`src/rtl/fetch_pc_redirect.sv`:
```
// rtl/fetch_pc_redirect.sv - fetch PC register with execute-stage redirect, stall parking and wrong-path flush
module fetch_pc_redirect #(
    parameter logic [31:0] RESET_PC     = 32'h0000_0000,
    parameter logic [31:0] EXC_VECTOR   = 32'h0000_0080,
    parameter int          FLUSH_CYCLES = 2
) (
    input  logic        clk,
    input  logic        rst,
    input  logic        stall_in,
    input  logic        branch_taken_in,
    input  logic [31:0] branch_target_in,
    output logic [31:0] pc_out,
    output logic [31:0] pc_plus4_out,
    output logic        inst_valid_out,
    output logic        flush_out,
    output logic        misalign_out,
    output logic [31:0] bad_addr_out
);
    typedef enum logic [1:0] {RUN, PEND, FLUSH} state_t;

    localparam logic [1:0] FLUSH_INIT = 2'(FLUSH_CYCLES);

    state_t      state, state_nx;
    logic [31:0] pc, pc_nx;
    logic [31:0] pend, pend_nx;
    logic [31:0] bad, bad_nx;
    logic [1:0]  cnt, cnt_nx;
    logic        mis, mis_nx;
    logic        redirect;
    logic [31:0] redir_tgt;

    always_ff @(posedge clk or posedge rst) begin
        if (rst) begin
            state <= RUN;
            pc    <= RESET_PC;
            pend  <= 32'h0;
            bad   <= 32'h0;
            cnt   <= 2'd0;
            mis   <= 1'b0;
        end else begin
            state <= state_nx;
            pc    <= pc_nx;
            pend  <= pend_nx;
            bad   <= bad_nx;
            cnt   <= cnt_nx;
            mis   <= mis_nx;
        end
    end

    always_comb begin
        state_nx  = state;
        pc_nx     = pc;
        pend_nx   = pend;
        bad_nx    = bad;
        cnt_nx    = cnt;
        mis_nx    = 1'b0;
        redirect  = 1'b0;
        redir_tgt = pend;
        case (state)
            RUN: begin
                if (branch_taken_in && !stall_in) begin
                    redirect  = 1'b1;
                    redir_tgt = branch_target_in;
                end else if (branch_taken_in) begin
                    pend_nx  = branch_target_in;
                    state_nx = PEND;
                end else if (!stall_in) begin
                    pc_nx = pc_plus4_out;
                end
            end
            PEND: begin
                // Younger branches here come from the shadow of the parked one
                if (!stall_in) begin
                    redirect  = 1'b1;
                    redir_tgt = pend;
                end
            end
            FLUSH: begin
                if (!stall_in) begin
                    pc_nx  = pc_plus4_out;
                    cnt_nx = cnt - 2'd1;
                    if (cnt == 2'd1) state_nx = RUN;
                end
            end
            default: state_nx = RUN;
        endcase
        if (redirect) begin
            cnt_nx   = FLUSH_INIT;
            state_nx = FLUSH;
            if (redir_tgt[1:0] == 2'b00) begin
                pc_nx = redir_tgt;
            end else begin
                pc_nx  = EXC_VECTOR;
                bad_nx = redir_tgt;
                mis_nx = 1'b1;
            end
        end
    end

    assign pc_out         = pc;
    assign pc_plus4_out   = pc + 32'd4;
    assign flush_out      = (state == FLUSH);
    assign inst_valid_out = (state == RUN) & ~stall_in & ~rst;
    assign misalign_out   = mis;
    assign bad_addr_out   = bad;
endmodule

```
`config.mk`:
```
export PLATFORM = sky130hd
export DESIGN_NAME = fetch_pc_redirect
export DESIGN_NICKNAME = d
export VERILOG_FILES = /design/src/rtl/fetch_pc_redirect.sv
export SDC_FILE = /design/constraint.sdc
export NUM_CORES = 1
export LEC_CHECK = 0
export ABC_AREA = 1
export CAP_MARGIN = 20
export CORE_ASPECT_RATIO = 0.5
export CORE_MARGIN = 5
export CORE_UTILIZATION = 30
export DETAILED_ROUTE_END_ITERATION = 7
export RECOVER_POWER = 50
export SLEW_MARGIN = 20
export SYNTH_ARGS = -nofsm -noshare
export SYNTH_HDL_FRONTEND = slang
export SYNTH_SLANG_ARGS = --single-unit
```
`constraint.sdc`:
```
create_clock -name clk -period 7.3 [get_ports clk]
set_clock_uncertainty 0.05 [all_clocks]
set_input_delay 0.73 -clock clk [delete_from_list [all_inputs] [get_ports clk]]
set_output_delay 0.73 -clock clk [all_outputs]
set_load 0.005 [all_outputs]
```
Yosys cells after proc, flatten, opt, wreduce, memory -nomap -nowiden:

Index checks and enable logic that the tools add are counted.

* logic and storage cells: 57
* output and inout port bits: 99
* flip-flop bits (word level): 101

* multiplexer cells: 22
* add/subtract/negate cells: 2
* bitwise gates (word level): 6
* reductions and logical operators: 11
* equality and inequality tests: 10

Operators by type and width (count)
* 32-bit 2-to-1 mux: 7
* 32-bit one-hot mux with 2 select lines: 1
* 32-bit by 3-bit adder with 32-bit output (second input constant): 1
* 2-bit 2-to-1 mux: 8
* 3-bit != test (second input constant): 3
* 2-bit one-hot mux with 3 select lines: 1
* 3-bit AND reduction: 2
* 5-bit AND reduction: 1
* 2-bit by 1-bit equality test with 1-bit output (second input constant): 2
* 2-bit logical NOT: 2
* 1-bit 2-to-1 mux: 4
* 1-bit NOT: 4
* 2-bit AND reduction: 2
* 3-bit by 1-bit != test with 1-bit output (second input constant): 1
* 3-bit by 2-bit != test with 1-bit output (second input constant): 1
* 3-bit nonzero test: 1
* 1-bit bitwise AND: 2
* 2-bit equality test (second input constant): 1
* 2-bit by 1-bit != test with 1-bit output (second input constant): 1
* 2-bit != test (second input constant): 1
* 1-bit one-hot mux with 2 select lines: 1
* 2-bit nonzero test: 1
* 2-bit by 1-bit subtractor with 2-bit output (second input constant): 1
* 1-bit logical AND: 1
* 1-bit logical NOT: 1

Depth between registers and ports, before layout:

Gate-level depths: netlist of run 1.

* depth after elaboration: 7
* mapped depth: 13

Worst setup path before layout of run 1:

No wires, ideal clock.

* path type: reg-to-output
* from: register pc[3], in the netlist pc_out[3]
* to: output pc_plus4_out[22]
* required time: 6.520 ns
* path slack: 5.170 ns
* arrival: 1.350 ns
* cell stages (with the launch flop): 8
* cells stage by stage: dfrtp_1 > ha_1 > nand2_1 > nor2_1 > nand2_1 > nor2_1 > nand3b_1 > nand2_1

* cells in the longest elaborated chain, start to end: 1

Ends and longest elaborated chain
* from (decl): line 24 `logic [31:0] pc, pc_nx;`
* from (signal assigned): line 42 `pc <= pc_nx;`
* 32-bit by 3-bit adder with 32-bit output: line 101 `assign pc_plus4_out = pc + 32'd4;`
* to (decl): line 13 `output logic [31:0] pc_plus4_out,`

Every way passes these cells.

Worst setup path after layout of run 1:

* from: input stall_in
* to: register pc[10], in the netlist pc_out[10]

* cells in the longest elaborated chain, start to end: 7
* elaborated cells between the ends (all ways): 18
* classes of those cells: eq/ne (2); mux (11); reduce/logical (5)

Ends and longest elaborated chain
* from (decl): line 9 `input logic stall_in,`
* branches (longest 7 deep; another with 3-bit != test)

Several ways; the timed one is not identified. The select of a mux whose other input is x is not followed.
A chain may end at the register's enable or synchronous reset.

==> impl_metrics.yaml, run 1 <==
logic_synthesis:
  mappedNetlistNets: 851
  syn_avg_cell_area_um2: 6.985
  synth-simple-area-share_pct: 36.77
  synth-seq-cells: 101
  synthAdderAreaFrac_pct: 0.4406
  synthXorXnorAreaFrac_pct: 0.6169
  synth_top_family_by_area: "simple AND/OR/NAND/NOR gates"
  yosysWarningCount: 0
  yosysSeqAreaShare_pct: 44.50
  post_synth_instance_area_mm2: 0.005679
  synth_compound_area_share_pct: 7.182
  synth.area.top_cells: "dfrtp_1 (45%), nand2_1 (22%), nor2_1 (6.4%)"
  synth_mux_area_share_pct: 2.578
  synth_area_leader_cell: "dfrtp_1"
  yosysTopAreaCellShare_pct: 44.50
  synth_cells: 813
  synth.distinct_cells: 32
grt:
  grt_pass1_wl_um: 28790
  overflow: 0
  grt_pass1_vias: 5123
  track_usage_pct: 16.54
  grt_start_max_net_pins: 54
  antenna_found_initial: 0
sta:
  max_freq_ghz: 0.2426
  max_slew_margin_pct: -47.00
  final_max_slew_viol_count: 114
  fin_crit_ns: 4.122
  finalHoldViolCount: 0
  tns_ns: 0
  tightest_slew_ns: 2.193
  post-route-period-util_pct: 56.47
  whs_ns: 0.4188
  grt_setup_unrepaired: "false"
  setup_violations: 0
run_status:
  violations: "max-capacitance violations, max-slew violations"
  outcome: "finished with violations"
detailed_routing:
  postRouteWirelength_um: 18290
  first_pass_iters: 5
  dr_total_vias: 5534
  drc: 0
  routed.top_layer: "met4"
  dr_wl_met3_um: 1054
  dr.first_iter.drc_count: 473
  postRouteAntennaNets: 0
  wl_per_cell_um: 15.34
  wl_met1_um: 8875
  met2WireLength_um: 8250
  vias_per_cell: 4.643
worst_setup_path:
  end_kind: "flop"
  path_delay_family: "simple AND/OR/NAND/NOR gates"
  startpoint_type: "input pin"
  cp.arrival_ns: 4.30
  path_cells: "dlygate4sd3_1, inv_1, nand2_1, nor2_1, inv_2, nand3_1, nand2_1, a21oi_1, nor2_1"
  path_buf_inv: 3
  required_ns: 7.48
  critPathMaxStageDelay_ns: 1.28
  cp_max_fo: 45
  criticalPathCategory: "input pin to flop"
  cpMaxStageDelayCell: "nor2_1"
  rrSetupSlack_ns: 3.82
finish:
  drive_gt1_share_pct: 4.823
  final_core_util_pct: 40.37
  area.growth.synth_to_final_pct: 31.35
  finalNonFillerCells: 1192
  fillers: 1954
  fin_nets: 966
  n_antenna_cell: 0
clock_network:
  htree_levels: 3
  clock_path_buffers: 2
  cts-root-buf: "clkbuf_16"
  ctsHoldBuffers: 0
  ctsResizeCount: 0
  postCtsSetupBuffers: 0
  clkTransAtPathRegs_ns: 0.07
  clk_latency_ns: 0.34
  cts_made_buffers: 9
  clock-sinks: 101
  cts_tree: "done"
placement:
  hpwl_um: 13500
  placedCellCount: 1175
  gp_congestion: 0.8786
  port_buffers: 134
floorplanning:
  core_area_mm2: 0.01848
  die_x_um: 204.6
  io_pins: 135
  fp.dieH_um: 107.3
  die_area_mm2: 0.02195
  rows: 35
  initial_core_util_pct: 30.73
job:
  maxCapViolCount: 3
power:
  p_per_area_mw_per_mm2: 393.3
  cellLeakagePower_nw: 3.685
  vdd_drop_max_mv: 0.1607
hold_path:
  hold_path_class: "flop to flop"
==> stage by stage <==
stage	power (mW)	cell area, um2	setup slack [ns]
floorplan	1.767	5679	3.873
global placement	2.536	7187	3.945
detailed placement	2.557	7187	3.937
CTS	3.034	7470	3.979
global route	3.185	7460	2.881
finish	2.934	7460	3.178
==> logic make-up (layout without fill, tap and decap cells) <==
kind of cell	count (synthesis)	after routing
XOR/XNOR	4	4
adder cells (fa/ha/maj)	2	2
multiplexers	13	13
buffers and inverters	103	223
AO/OA/AOI/OAI	78	78
AND/OR/NAND/NOR	512	512
flip-flops	101	101
==> metal layers <==
metal,track usage [%],vias up
met2,25.76,118
met4,2.341,0
met5,0,-
li1,-,2776
met1,24.02,2632
met3,3.853,8
==> final cells by class <==
| cell class | instances | area [um2] | share of cell area, % |
|---|---|---|---|
| multi-input combinational | 609 | 2695 | 36.13 |
| sequential | 101 | 2527 | 33.88 |
| timing repair buffer | 138 | 1368 | 18.33 |
| tap | 259 | 324.1 | 4.344 |
| inverter | 69 | 262.8 | 3.522 |
| clock buffer | 10 | 239.0 | 3.204 |
| clock inverter | 6 | 43.79 | 0.5871 |
==> registers in the layout, summed over array words and instances, names as in the netlist <==
name	cells
bad_addr_out	32
cnt	2
misalign_out	1
pc_out	32
pend	32
state	2
==> placed cells by master, fill, tap and decap left out, types with 3 or more instances in the layout <==
cell type	instances
clkdlybuf4s50_1	65
dlygate4sd3_1	69
inv_1	64
clkbuf_16	9
nand3b_1	6
o21ai_1	26
nand2_1	328
dfrtp_1	101
nor2_1	98
nand3_1	65
a21oi_1	28
o21ai_0	18
inv_6	3
inv_2	3
and2_1	5
buf_4	3
mux2_2	13
==> report_power, final <==
| group | switching, mW | total [mW] | internal, mW |
|---|---|---|---|
| sequential | 0.219 | 1.04 | 0.818 |
| clock | 0.222 | 0.466 | 0.243 |
| combinational | 0.752 | 1.43 | 0.679 |
==> cells in the mapped netlist, drive strengths merged <==
library cell / instances
ha: 2
buf: 23
nand4: 1
inv: 69
o31ai: 1
nor2: 101
nor3: 2
a22oi: 2
dfrtp: 101
a21oi: 29
o21ai: 44
nand2: 332
clkbuf: 11
xnor2: 2
mux2: 13
and2: 5
a211o: 1
nand3b: 6
xor2: 2
a211oi: 1
nand3: 65
==> final timing paths <==
kind | start | cells after the start | endpoint
min | bad_addr_out[1] | 2 | bad_addr_out[1]
min in group asynchronous | rst | 2 | cnt[0]
max in group asynchronous | rst | 3 | pend[17]
max reg2reg | state[1] | 8 | pc_out[10]
max | stall_in | 9 | pc_out[10]
min reg2reg | bad_addr_out[1] | 2 | bad_addr_out[1]
==> worst reg2reg max path, delay by kind of cell (launching register included) <==
kind / cells / cell delay (ns)
and+or+nand+nor: 5 / 1.80
DFF: 1 / 0.45
buffers and inverters: 2 / 0.91
AOI/OAI and AO/OA: 1 / 0.15
Note: power is estimated with default switching activity, not from simulation.
==> run 2: changes to the inputs <==
Clock period 7.3 ns to 4.05 ns, I/O delays scaled along.
==> run 2 against run 1 <==
The run still ends with max-capacitance violations, max-slew violations left. Non-clock buffer count is 1 higher. Wire length is 0.93% higher. Sequential cell count stayed put. Hold slack better by 0.0097 ns. Global-route usage is 0.31 points higher. Die area stayed put. Clock power is 91% higher. Critical endpoint is now pend[13]. Largest power group unchanged.
==> impl_metrics.yaml, run 2 (synthesis gave the netlist of run 1 again) <==
sta:
  max_freq_ghz: 0.3293
  post-route-worst-setup-slack_ns: 1.013
  setup_violations: 0
  post-route-period-util_pct: 74.99
  tightest_slew_ns: 2.519
  whs_ns: 0.4285
  final_max_slew_viol_count: 63
  fin_crit_ns: 3.037
  grt_setup_unrepaired: "false"
  max_slew_margin_pct: -67.94
  finalHoldViolCount: 0
  tns_ns: 0
finish:
  drive_gt1_share_pct: 5.139
  final_cell_area_mm2: 0.007505
  area.growth.synth_to_final_pct: 32.14
  n_antenna_cell: 0
  mostFrequentLayoutCells: "nand2_1 (328), dfrtp_1 (101), nor2_1 (97), clkdlybuf4s50_1 (86), inv_1 (65)"
  layout_commonest_cell: "nand2_1"
  fin_nets: 967
  final_core_util_pct: 40.61
  finalNonFillerCells: 1193
  fillers: 1953
hold_path:
  hold_path_class: "flop to flop"
  hold-path-cell-count: 2
  hold_end: "bad_addr_out[19]"
  hp-start: "bad_addr_out[19]"
clock_network:
  htree_levels: 3
  clock_path_buffers: 2
  postCtsSetupBuffers: 0
  cts_made_buffers: 9
  ctsHoldBuffers: 0
  clk_latency_ns: 0.35
  clkTransAtPathRegs_ns: 0.08
  clock-sinks: 101
  cts_tree: "done"
  cts-root-buf: "clkbuf_16"
  ctsResizeCount: 0
power:
  swShare_pct: 41.06
  p_per_area_mw_per_mm2: 717.1
  p_seq_share_pct: 34.8
  p_comb_share_pct: 48.7
  vdd_drop_max_mv: 0.2442
  clkPwrFrac_pct: 16.5
  total_power_mw: 5.382
  cellLeakagePower_nw: 3.676
  p_int_mw: 3.172
  power_switching_mw: 2.210
grt:
  grt_pass1_vias: 5209
  track_usage_pct: 16.85
  grt_pass1_wl_um: 29290
  overflow: 0
  grt_start_max_net_pins: 63
  antenna_found_initial: 0
floorplanning:
  core_area_mm2: 0.01848
  initial_core_util_pct: 30.73
  rows: 35
  die_x_um: 204.6
  io_pins: 135
  fp.dieH_um: 107.3
  die_area_mm2: 0.02195
placement:
  pre_cts_ws_ns: 0.9247
  port_buffers: 134
  hpwl_um: 13760
  placedCellCount: 1177
  detailed_place.area_mm2: 0.007202
  gp_congestion: 0.8738
run_status:
  violations: "max-capacitance violations, max-slew violations"
  outcome: "finished with violations"
worst_setup_path:
  startpoint_type: "input pin"
  criticalPathCategory: "input pin to asynchronous set/reset pin"
  worstReg2RegEnd: "pc_out[30]"
  cp_max_fo: 62
  cp.arrival_ns: 3.46
  path_cells: "dlygate4sd3_1, inv_1, clkbuf_2"
  rrSetupSlack_ns: 1.51
  path_buf_inv: 3
  r2r_start: "state[1]"
  reg2reg_depth: 10
  path_delay_family: "buffers and inverters"
  end_kind: "asynchronous set/reset pin"
  cpMaxStageDelayCell: "inv_1"
  required_ns: 4.47
  critPathMaxStageDelay_ns: 1.78
detailed_routing:
  dr.first_iter.drc_count: 405
  vias_per_cell: 4.629
  drc: 0
  first_pass_iters: 5
  dr_total_vias: 5522
  wl_per_cell_um: 15.47
  postRouteWirelength_um: 18460
  postRouteAntennaNets: 0
job:
  maxCapViolCount: 1
[run 2: cell count changes in the layout (fill, tap and decap cells not counted), moves of 2 or more]
cell and change:
clkinv_2 -2, clkinv_8 +3, dlygate4sd3_1 -21, clkdlybuf4s50_1 +21
[run 2: worst max-delay path by stage]
stage | startpoint | end | cells past startpoint
final | rst | pend[13] | 3
after global routing | rst | pend[13] | 3
after CTS | pc_out[3] | pc_plus4_out[26] | 8
after detailed placement | stall_in | pc_out[10] | 9
after global placement | stall_in | pc_out[10] | 9
after floorplan | rst | bad_addr_out[0] | 1
[run 2: worst reg2reg max path: stages (launching register included)]
cell     delay, ns
dfrtp_1       0.46
nor2_4        0.44
nand2_1       0.19
nand2_1       0.12
nand2_1       0.10
nand2_4       0.13
nand2_4       0.30
inv_4         0.41
nor2_1        0.11
nand2_1       0.07
nand2_1       0.05
[run 2: cell type report]
cell class	instances	area, um2	area share (%)
multi-input cells	609	2708	36.08
flip-flops and latches	101	2527	33.68
repair buffers	139	1376	18.34
well taps	259	324.1	4.318
inverters	69	261.5	3.484
clock buffers	9	225.2	3.001
clock inverters	7	82.58	1.100
[run 2: metal layers]
metal / global-route usage, % / vias up / wire, um
met4: 3.010 / 0 / 166
met2: 25.95 / 146 / 8180
met5: 0 / - / 0
li1: - / 2775 / -
met3: 3.672 / 12 / 1072
met1: 24.62 / 2589 / 9038
[run 2: power groups by stage]
stage | clock (mW) | combinational [mW] | sequential, mW
after floorplan | 0 | 1.37 | 1.82
after global placement | 0 | 2.69 | 1.89
after detailed placement | 0 | 2.71 | 1.90
after CTS | 0.899 | 2.73 | 1.89
after global routing | 0.948 | 2.94 | 1.95
final | 0.889 | 2.62 | 1.87
==> run 3: changes to the inputs <==
Clock period 4.05 ns to 2.7 ns, I/O delays scaled along.
==> run 3 against run 2 <==
The run now ends clean. Sequential cell count is the same. Combinational power up 55%. Via count up 0.67%. Sequential power is 51% higher. Count of clock-buffer cells in the layout stayed put. Critical path depth is 5 higher. Wire length up 0.59%. Largest power group unchanged.
==> impl_metrics.yaml, run 3 (synthesis gave the netlist of run 1 again) <==
run_status:
  outcome: "completed"
finish:
  mostFrequentLayoutCells: "nand2_1 (327), dfrtp_1 (100), clkdlybuf4s50_1 (93), nor2_1 (87)"
  fin_nets: 978
  final_cell_area_mm2: 0.007704
  area.growth.synth_to_final_pct: 35.65
  drive_gt1_share_pct: 7.619
  final_core_util_pct: 41.69
  fillers: 1942
  layout_commonest_cell: "nand2_1"
  n_antenna_cell: 0
worst_setup_path:
  startpoint_type: "flop"
  required_ns: 2.38
  worstReg2RegEnd: "pc_out[26]"
  cpMaxStageDelayCell: "clkdlybuf4s50_1"
  critPathMaxStageDelay_ns: 0.50
  r2r_start: "state[1]"
  end_kind: "output pin"
  path_cells: "ha_1, nand3_1, nor2_2, inv_1, nor2_2, nand3_1, nand2_1, clkdlybuf4s50_1"
  cp.arrival_ns: 2.25
  criticalPathCategory: "flop to output pin"
  rrSetupSlack_ns: 0.50
  cp_max_fo: 4
  reg2reg_depth: 11
floorplanning:
  fp.dieH_um: 107.3
  die_x_um: 204.6
  core_area_mm2: 0.01848
  io_pins: 135
  initial_core_util_pct: 30.73
  die_area_mm2: 0.02195
  rows: 35
power:
  cellLeakagePower_nw: 3.755
  vdd_drop_max_mv: 0.3578
  p_per_area_mw_per_mm2: 1086
hold_path:
  hold_end: "bad_addr_out[23]"
  hold_path_class: "flop to flop"
  hp-start: "bad_addr_out[23]"
  hold-path-cell-count: 2
sta:
  max_slew_margin_pct: 2.748
  max_freq_ghz: 0.3885
  post-route-period-util_pct: 95.34
  whs_ns: 0.4337
  final_max_slew_viol_count: 0
  finalHoldViolCount: 0
  setup_violations: 0
  fin_crit_ns: 2.574
  grt_setup_unrepaired: "true"
  tightest_slew_ns: 1.459
  post-route-worst-setup-slack_ns: 0.1257
detailed_routing:
  postRouteWirelength_um: 18570
  dr_total_vias: 5559
  postRouteAntennaNets: 0
  dr.first_iter.drc_count: 422
  wl_per_cell_um: 15.42
  vias_per_cell: 4.617
  drc: 0
  first_pass_iters: 5
grt:
  overflow: 0
  grt_start_max_net_pins: 102
  antenna_found_initial: 0
  track_usage_pct: 16.80
  grt_pass1_wl_um: 29390
  grt_pass1_vias: 5292
placement:
  pre_cts_ws_ns: 0.2771
  gp_congestion: 0.8634
  hpwl_um: 13950
  detailed_place.area_mm2: 0.007321
  port_buffers: 134
clock_network:
  htree_levels: 3
  clk_latency_ns: 0.35
  ctsHoldBuffers: 0
  clock_path_buffers: 2
  clock-sinks: 101
  clkTransAtPathRegs_ns: 0.08
  cts_tree: "done"
  cts-root-buf: "clkbuf_16"
  cts_made_buffers: 9
job:
  maxCapViolCount: 0
==> run 3: cell count changes in the layout (fill, tap and decap cells not counted), moves of 2 or more <==
| cell | before | now |
|---|---|---|
| nor2_1 | 97 | 87 |
| buf_4 | 4 | 12 |
| clkdlybuf4s50_1 | 86 | 93 |
| dlygate4sd3_1 | 48 | 41 |
| nor2_2 | 1 | 8 |
| buf_12 | 0 | 3 |
| clkinv_8 | 3 | 0 |
| inv_8 | 0 | 3 |
| nor2_4 | 3 | 6 |
| bufinv_16 | 0 | 2 |
==> run 3: report_power, final <==
part / total, mW / internal [mW] / switching [mW]
Clock: 1.49 / 0.840 / 0.647
Combinational: 4.06 / 1.99 / 2.07
Sequential: 2.82 / 2.21 / 0.610
==> run 3: cell type report <==
cell class / count / area (um2) / share of cell area [%]
repair buffers: 150 / 1499 / 19.46
multi-input cells: 609 / 2750 / 35.70
clock buffers: 9 / 225.2 / 2.924
well taps: 259 / 324.1 / 4.207
inverters: 69 / 265.3 / 3.443
clock inverters: 7 / 111.4 / 1.446
flip-flops and latches: 101 / 2529 / 32.82
==> run 3: timing repair <==
action,CTS,global route
gates resized for setup,4,15
pin swaps,0,1
gates cloned,0,0
setup buffers,0,2
endpoints found under the hold margin,0,0
setup endpoints to repair,6,17
==> run 3: per-stage QoR <==
| stage | total power [mW] | setup TNS (ns) | std cells |
|---|---|---|---|
| after global routing | 9.056 | -0.02914 | 1204 |
| final | 8.369 | 0 | 1204 |
| after floorplan | 4.778 | 0 | 813 |
| after global placement | 6.924 | 0 | 1186 |
| after detailed placement | 6.985 | 0 | 1186 |
| after CTS | 8.504 | -0.02136 | 1202 |
==> run 3: per-layer routing <==
layer | part of all wire (%) | wire (um) | vias to the layer above | global-route usage (%)
li1 | - | - | 2807 | -
met5 | 0 | 0 | - | 0
met3 | 5.0 | 922 | 7 | 3.432
met4 | 0.43 | 79 | 0 | 2.246
met1 | 48 | 8952 | 2625 | 24.21
met2 | 46 | 8611 | 120 | 26.84
==> run 3: worst max-delay path by stage <==
stage	startpoint	end	slack, ns
3_3_place_gp	pc_out[3]	pc_plus4_out[22]	0.33
2_1_floorplan	pc_out[3]	pc_plus4_out[22]	1.03
4_1_cts	pc_out[3]	pc_plus4_out[30]	-0.02
3_5_place_dp	stall_in	pc_out[28]	0.28
5_1_grt	pc_out[6]	pc_plus4_out[29]	-0.02
6_report	pc_out[2]	pc_plus4_out[24]	0.13
==> run 3: worst max-delay path: cells and delay by family (launching register included) <==
family        cells  cell delay (ns)
simple gates      5             0.69
buf+inv           2             0.59
flops             1             0.40
fa+ha+maj         1             0.22
